--- src/rtl/regbank_pkg.sv ---
// Shared defaults and helpers for the processor register bank.
package regbank_pkg;

  localparam int DEFAULT_DATA_W   = 8;
  localparam int DEFAULT_NUM_REGS = 4;

  function automatic int addr_w(input int num_regs);
    return (num_regs <= 2) ? 1 : $clog2(num_regs);
  endfunction

endpackage

--- src/rtl/reg_read_port.sv ---
// One registered read port: storage mux, write-first bypass, and the scoreboard bit.
module reg_read_port
  import regbank_pkg::*;
#(
  parameter int  DATA_W    = DEFAULT_DATA_W,
  parameter int  NUM_REGS  = DEFAULT_NUM_REGS,
  parameter bit  ZERO_REG0 = 1'b0,
  localparam int ADDR_W    = addr_w(NUM_REGS)
) (
  input  logic                             clock,
  input  logic                             reset,
  input  logic [NUM_REGS-1:0][DATA_W-1:0]  regs,
  input  logic [NUM_REGS-1:0]              written,
  input  logic                             wr_en,
  input  logic [ADDR_W-1:0]                wr_addr,
  input  logic [DATA_W-1:0]                wr_data,
  input  logic [ADDR_W-1:0]                rd_addr,
  output logic [DATA_W-1:0]                rd_data,
  output logic                             rd_vld
);

  logic [DATA_W-1:0] data_nxt_s;
  logic              vld_nxt_s;

  // Select next output: hardwired zero first, then same-cycle write, then storage
  always_comb begin
    data_nxt_s = regs[rd_addr];
    vld_nxt_s  = written[rd_addr];
    if (ZERO_REG0 && (rd_addr == '0)) begin
      data_nxt_s = '0;
      vld_nxt_s  = 1'b1;
    end else if (wr_en && (wr_addr == rd_addr)) begin
      data_nxt_s = wr_data;
      vld_nxt_s  = 1'b1;
    end else begin
      data_nxt_s = regs[rd_addr];
      vld_nxt_s  = written[rd_addr];
    end
  end

  // Output flops; the address is re-sampled every cycle
  always_ff @(posedge clock) begin
    if (reset) begin
      rd_data <= '0;
      rd_vld  <= 1'b0;
    end else begin
      rd_data <= data_nxt_s;
      rd_vld  <= vld_nxt_s;
    end
  end

endmodule

--- src/rtl/reg_file_2r1w.sv ---
// N x DATA_W register file, one write port and two registered read ports with bypass
// and a per-register written scoreboard.
module reg_file_2r1w
  import regbank_pkg::*;
#(
  parameter int  DATA_W    = DEFAULT_DATA_W,
  parameter int  NUM_REGS  = DEFAULT_NUM_REGS,
  parameter bit  ZERO_REG0 = 1'b0,
  localparam int ADDR_W    = addr_w(NUM_REGS)
) (
  input  logic              clock,
  input  logic              reset,
  input  logic              wr_en,
  input  logic [ADDR_W-1:0] wr_addr,
  input  logic [DATA_W-1:0] wr_data,
  input  logic [ADDR_W-1:0] rd_addr_a,
  input  logic [ADDR_W-1:0] rd_addr_b,
  output logic [DATA_W-1:0] rd_data_a,
  output logic [DATA_W-1:0] rd_data_b,
  output logic              rd_vld_a,
  output logic              rd_vld_b
);

  logic [NUM_REGS-1:0][DATA_W-1:0] regs_r;
  logic [NUM_REGS-1:0]             written_r;
  logic [NUM_REGS-1:0]             wr_sel_s;

  // One-hot write decode; a hardwired-zero register 0 never gets selected
  always_comb begin
    wr_sel_s = '0;
    for (int i = 0; i < NUM_REGS; i++) begin
      if (ZERO_REG0 && (i == 0)) begin
        wr_sel_s[i] = 1'b0;
      end else begin
        wr_sel_s[i] = wr_en && (wr_addr == ADDR_W'(i));
      end
    end
  end

  // Storage and scoreboard; reset takes priority over a same-cycle write
  always_ff @(posedge clock) begin
    if (reset) begin
      regs_r    <= '0;
      written_r <= '0;
    end else begin
      for (int i = 0; i < NUM_REGS; i++) begin
        if (wr_sel_s[i]) begin
          regs_r[i]    <= wr_data;
          written_r[i] <= 1'b1;
        end
      end
    end
  end

  reg_read_port #(
    .DATA_W    (DATA_W),
    .NUM_REGS  (NUM_REGS),
    .ZERO_REG0 (ZERO_REG0)
  ) u_port_a (
    .clock   (clock),
    .reset   (reset),
    .regs    (regs_r),
    .written (written_r),
    .wr_en   (wr_en),
    .wr_addr (wr_addr),
    .wr_data (wr_data),
    .rd_addr (rd_addr_a),
    .rd_data (rd_data_a),
    .rd_vld  (rd_vld_a)
  );

  reg_read_port #(
    .DATA_W    (DATA_W),
    .NUM_REGS  (NUM_REGS),
    .ZERO_REG0 (ZERO_REG0)
  ) u_port_b (
    .clock   (clock),
    .reset   (reset),
    .regs    (regs_r),
    .written (written_r),
    .wr_en   (wr_en),
    .wr_addr (wr_addr),
    .wr_data (wr_data),
    .rd_addr (rd_addr_b),
    .rd_data (rd_data_b),
    .rd_vld  (rd_vld_b)
  );

endmodule

--- config.mk ---
export PLATFORM = sky130hd
export DESIGN_NAME = reg_file_2r1w
export DESIGN_NICKNAME = d
export VERILOG_FILES = /design/src/rtl/regbank_pkg.sv /design/src/rtl/reg_read_port.sv /design/src/rtl/reg_file_2r1w.sv
export SDC_FILE = /design/constraint.sdc
export NUM_CORES = 1
export LEC_CHECK = 0
export CELL_PAD_IN_SITES_DETAIL_PLACEMENT = 1
export CELL_PAD_IN_SITES_GLOBAL_PLACEMENT = 1
export CORE_MARGIN = 2
export CORE_UTILIZATION = 43
export CTS_CLUSTER_DIAMETER = 80
export CTS_CLUSTER_SIZE = 14
export DETAILED_ROUTE_END_ITERATION = 12
export PLACE_DENSITY_LB_ADDON = 0.1
export SYNTH_ARGS = -nofsm -noshare
export SYNTH_HDL_FRONTEND = slang
export SYNTH_SLANG_ARGS = --single-unit
--- constraint.sdc ---
create_clock -name clock -period 1.65 [get_ports clock]
set_input_delay 0.33 -clock clock [delete_from_list [all_inputs] [get_ports clock]]
set_output_delay 0.33 -clock clock [all_outputs]
set_load 0.01 [all_outputs]
==> reports/qor.yml <==
placed_design:
  placed_area_mm2: 0.00324
  io_buffers: 34
  hpwl_mm: 5.42
  gp_congestion: 0.858
setup_path:
  critPathRequiredTime_ns: 1.85
  cpPeakStageDelay_ns: 0.51
  crit_slowest_cell: "clkdlybuf4s50_1"
  critPathCaptureType: "flop"
  worst_ep_arrival_time_ns: 1.77
  crit_chain: "clkdlybuf4s50_1 > buf_12 > mux4_2 > a31oi_1 > nor2_1"
  rr_worst_depth: 3
  critPathMaxFanout: 11
  crit_type: "in -> reg"
  critPathLaunchType: "input pin"
timing:
  fmax_mhz: 638
  hold_viol: 0
  finalMaxSlewViolations: 0
  whs_ns: 0.347
  worst_slew_pin_slew_ns: 0.556
  slew_headroom_pct: 62.8
  rsz0062_at_grt: "no"
  layout_min_cycle_time_ns: 1.57
  fin_skew_ns: 0.00699
  setup_viol: 0
  fin_crit_sh_pct: 95.0
clocking:
  cts-htree-levels: 2
  postCtsSetupBuffers: 0
  cts_resized: 0
  clock-sinks: 54
  cts-root-buf: "clkbuf_8"
  clk_pin_slew_ns: 0.10
  cts_inserted_buffers: 5
  cts_tree: "yes"
  cts_hold_buf: 0
  clockBufferDepth: 2
  worstSkewPairLatency_ns: 0.31
global_route:
  grt_start_max_net_pins: 23
  grt_pass1_wl_mm: 11.5
  grt_pass1_vias: 2251
  gr-total-overflow: 0
  grt_usage_pct: 23.7
  antenna_found_initial: 0
detailed_routing:
  avgRoutedWirePerCell_um: 19.4
  routed_wl_mm: 7.28
  vias: 2175
  ant_nets: 0
  drcViolationCount: 0
  avgViaCountPerCell: 5.78
  drtPass1Iterations: 4
  initialDrtViolationCount: 119
worst_hold_path:
  min_path_type: "in -> reg"
  holdPathStages: 2
finish:
  syn2layout_area_growth_pct: 29.3
  most-common-layout-cells: "dfxtp_1, buf_4, clkdlybuf4s50_1"
  drive_above_1_share_pct: 24.3
  final_common_cell: "dfxtp_1"
  fin_nets: 317
  n_antenna_cell: 0
  design_area_mm2: 0.00334
floorplan:
  die_y_um: 81.6
  die_area_mm2: 0.00665
  die_w_um: 81.6
  ios: 35
  row_count: 28
  start_util_pct: 44.2
  fp.coreArea_mm2: 0.00585
yosys:
  syn_inst: 237
  synth-seq-area-share_pct: 41.8
  synth_area_mm2: 0.00259
  syn_area_per_cell_um2: 10.9
  ys_ff_latch: 54
  ys_warn_count: 0
  ys_types: 22
  syn-num-nets: 254
power:
  switching_share_pct: 27.5
  power_density_mw_per_mm2: 811
  cellLeakagePower_uw: 0.00134
  ir_drop_mv: 0.589
  internal_power_uw: 1970
  seqPwrFrac_pct: 51.1
  power.share.clock_pct: 29.5
  power.net_switching_uw: 746
  pwr-share-comb_pct: 19.4
flow_run:
  drv_cap: 0
status:
  outcome: "finished clean"
-- cell usage after synthesis, drive strengths merged --
master	number	share of area (%)
a21oi	26	5.0
xnor2	4	2.5
nor2	30	4.4
nand2	16	2.3
mux2i	24	9.3
dlygate4sd1	1	0.34
dfxtp	54	42
nand3b	2	0.58
clkbuf	4	0.58
a31oi	2	0.48
and3	1	0.24
nor3b	1	0.29
xor2	4	2.5
buf	14	4.3
nand3	1	0.19
nand4	16	3.9
mux4	18	16
o31ai	16	4.6
inv	3	0.44
-- state kept, by name, indices dropped and copies added, names as in the netlist --
name,cells
regs_r,32
u_port_a.rd_data,8
u_port_b.rd_data,8
written_r,4
u_port_b.rd_vld,1
u_port_a.rd_vld,1
-- layer usage --
layer	vias up	share of wire (%)	track usage (%)
li1	1001	-	-
met1	1096	42	29.1
met2	68	52	41.6
met3	10	4.7	4.51
met4	0	1.4	7.80
met5	-	0	0
-- layout make-up --
type | count | area [um2]
clock buffer | 6 | 82.6
clock inverter | 2 | 16.3
fill | 647 | 2510
inverter | 3 | 11.3
multi-input combinational | 161 | 1370
sequential | 54 | 1080
tap | 75 | 93.8
timing repair buffer | 75 | 693
-- kinds of logic after synthesis --
kind of cell	synth area share, %
flip-flops	41.8
multiplexers	25.5
buffers and inverters	5.61
AND/OR/NAND/NOR	11.9
XOR/XNOR	5.03
AO/OA/AOI/OAI	10.2
-- worst paths after layout --
kind / end / start / slack, ns
worst max-delay path: u_port_a.rd_vld / rd_addr_a[0] / 0.08
worst min-delay path: regs_r[20] / reset / 0.35
worst max register to register: u_port_b.rd_data[0] / regs_r[8] / 0.45
worst min register to register: written_r[1] / written_r[1] / 0.48
-- power groups by stage --
stage / sequential (uW) / combinational (uW) / clock, uW
detailed placement: 1420 / 525 / 0
global route: 1390 / 565 / 874
global placement: 1410 / 516 / 0
floorplan: 1420 / 263 / 0
CTS: 1390 / 529 / 826
finish: 1390 / 527 / 799
-- critical path: cells and delay by family --
family	cells	cell delay (ns)
buf+inv	2	0.68
compound gates	1	0.19
simple gates	1	0.05
mux	1	0.51
-- through the flow --
stage	std cells	total power, uW	util [%]	TNS [ns]	setup WS, ns
after global routing	376	2830	57.1	0	0.0172
after floorplan	237	1680	-	0	0.366
after detailed placement	368	1940	55.5	-6.16	-0.255
after CTS	376	2740	57.1	0	0.0824
after global placement	368	1930	55.5	-4.96	-0.227
final	376	2710	57.1	0	0.0817
Power figures use the tool's default switching activity.
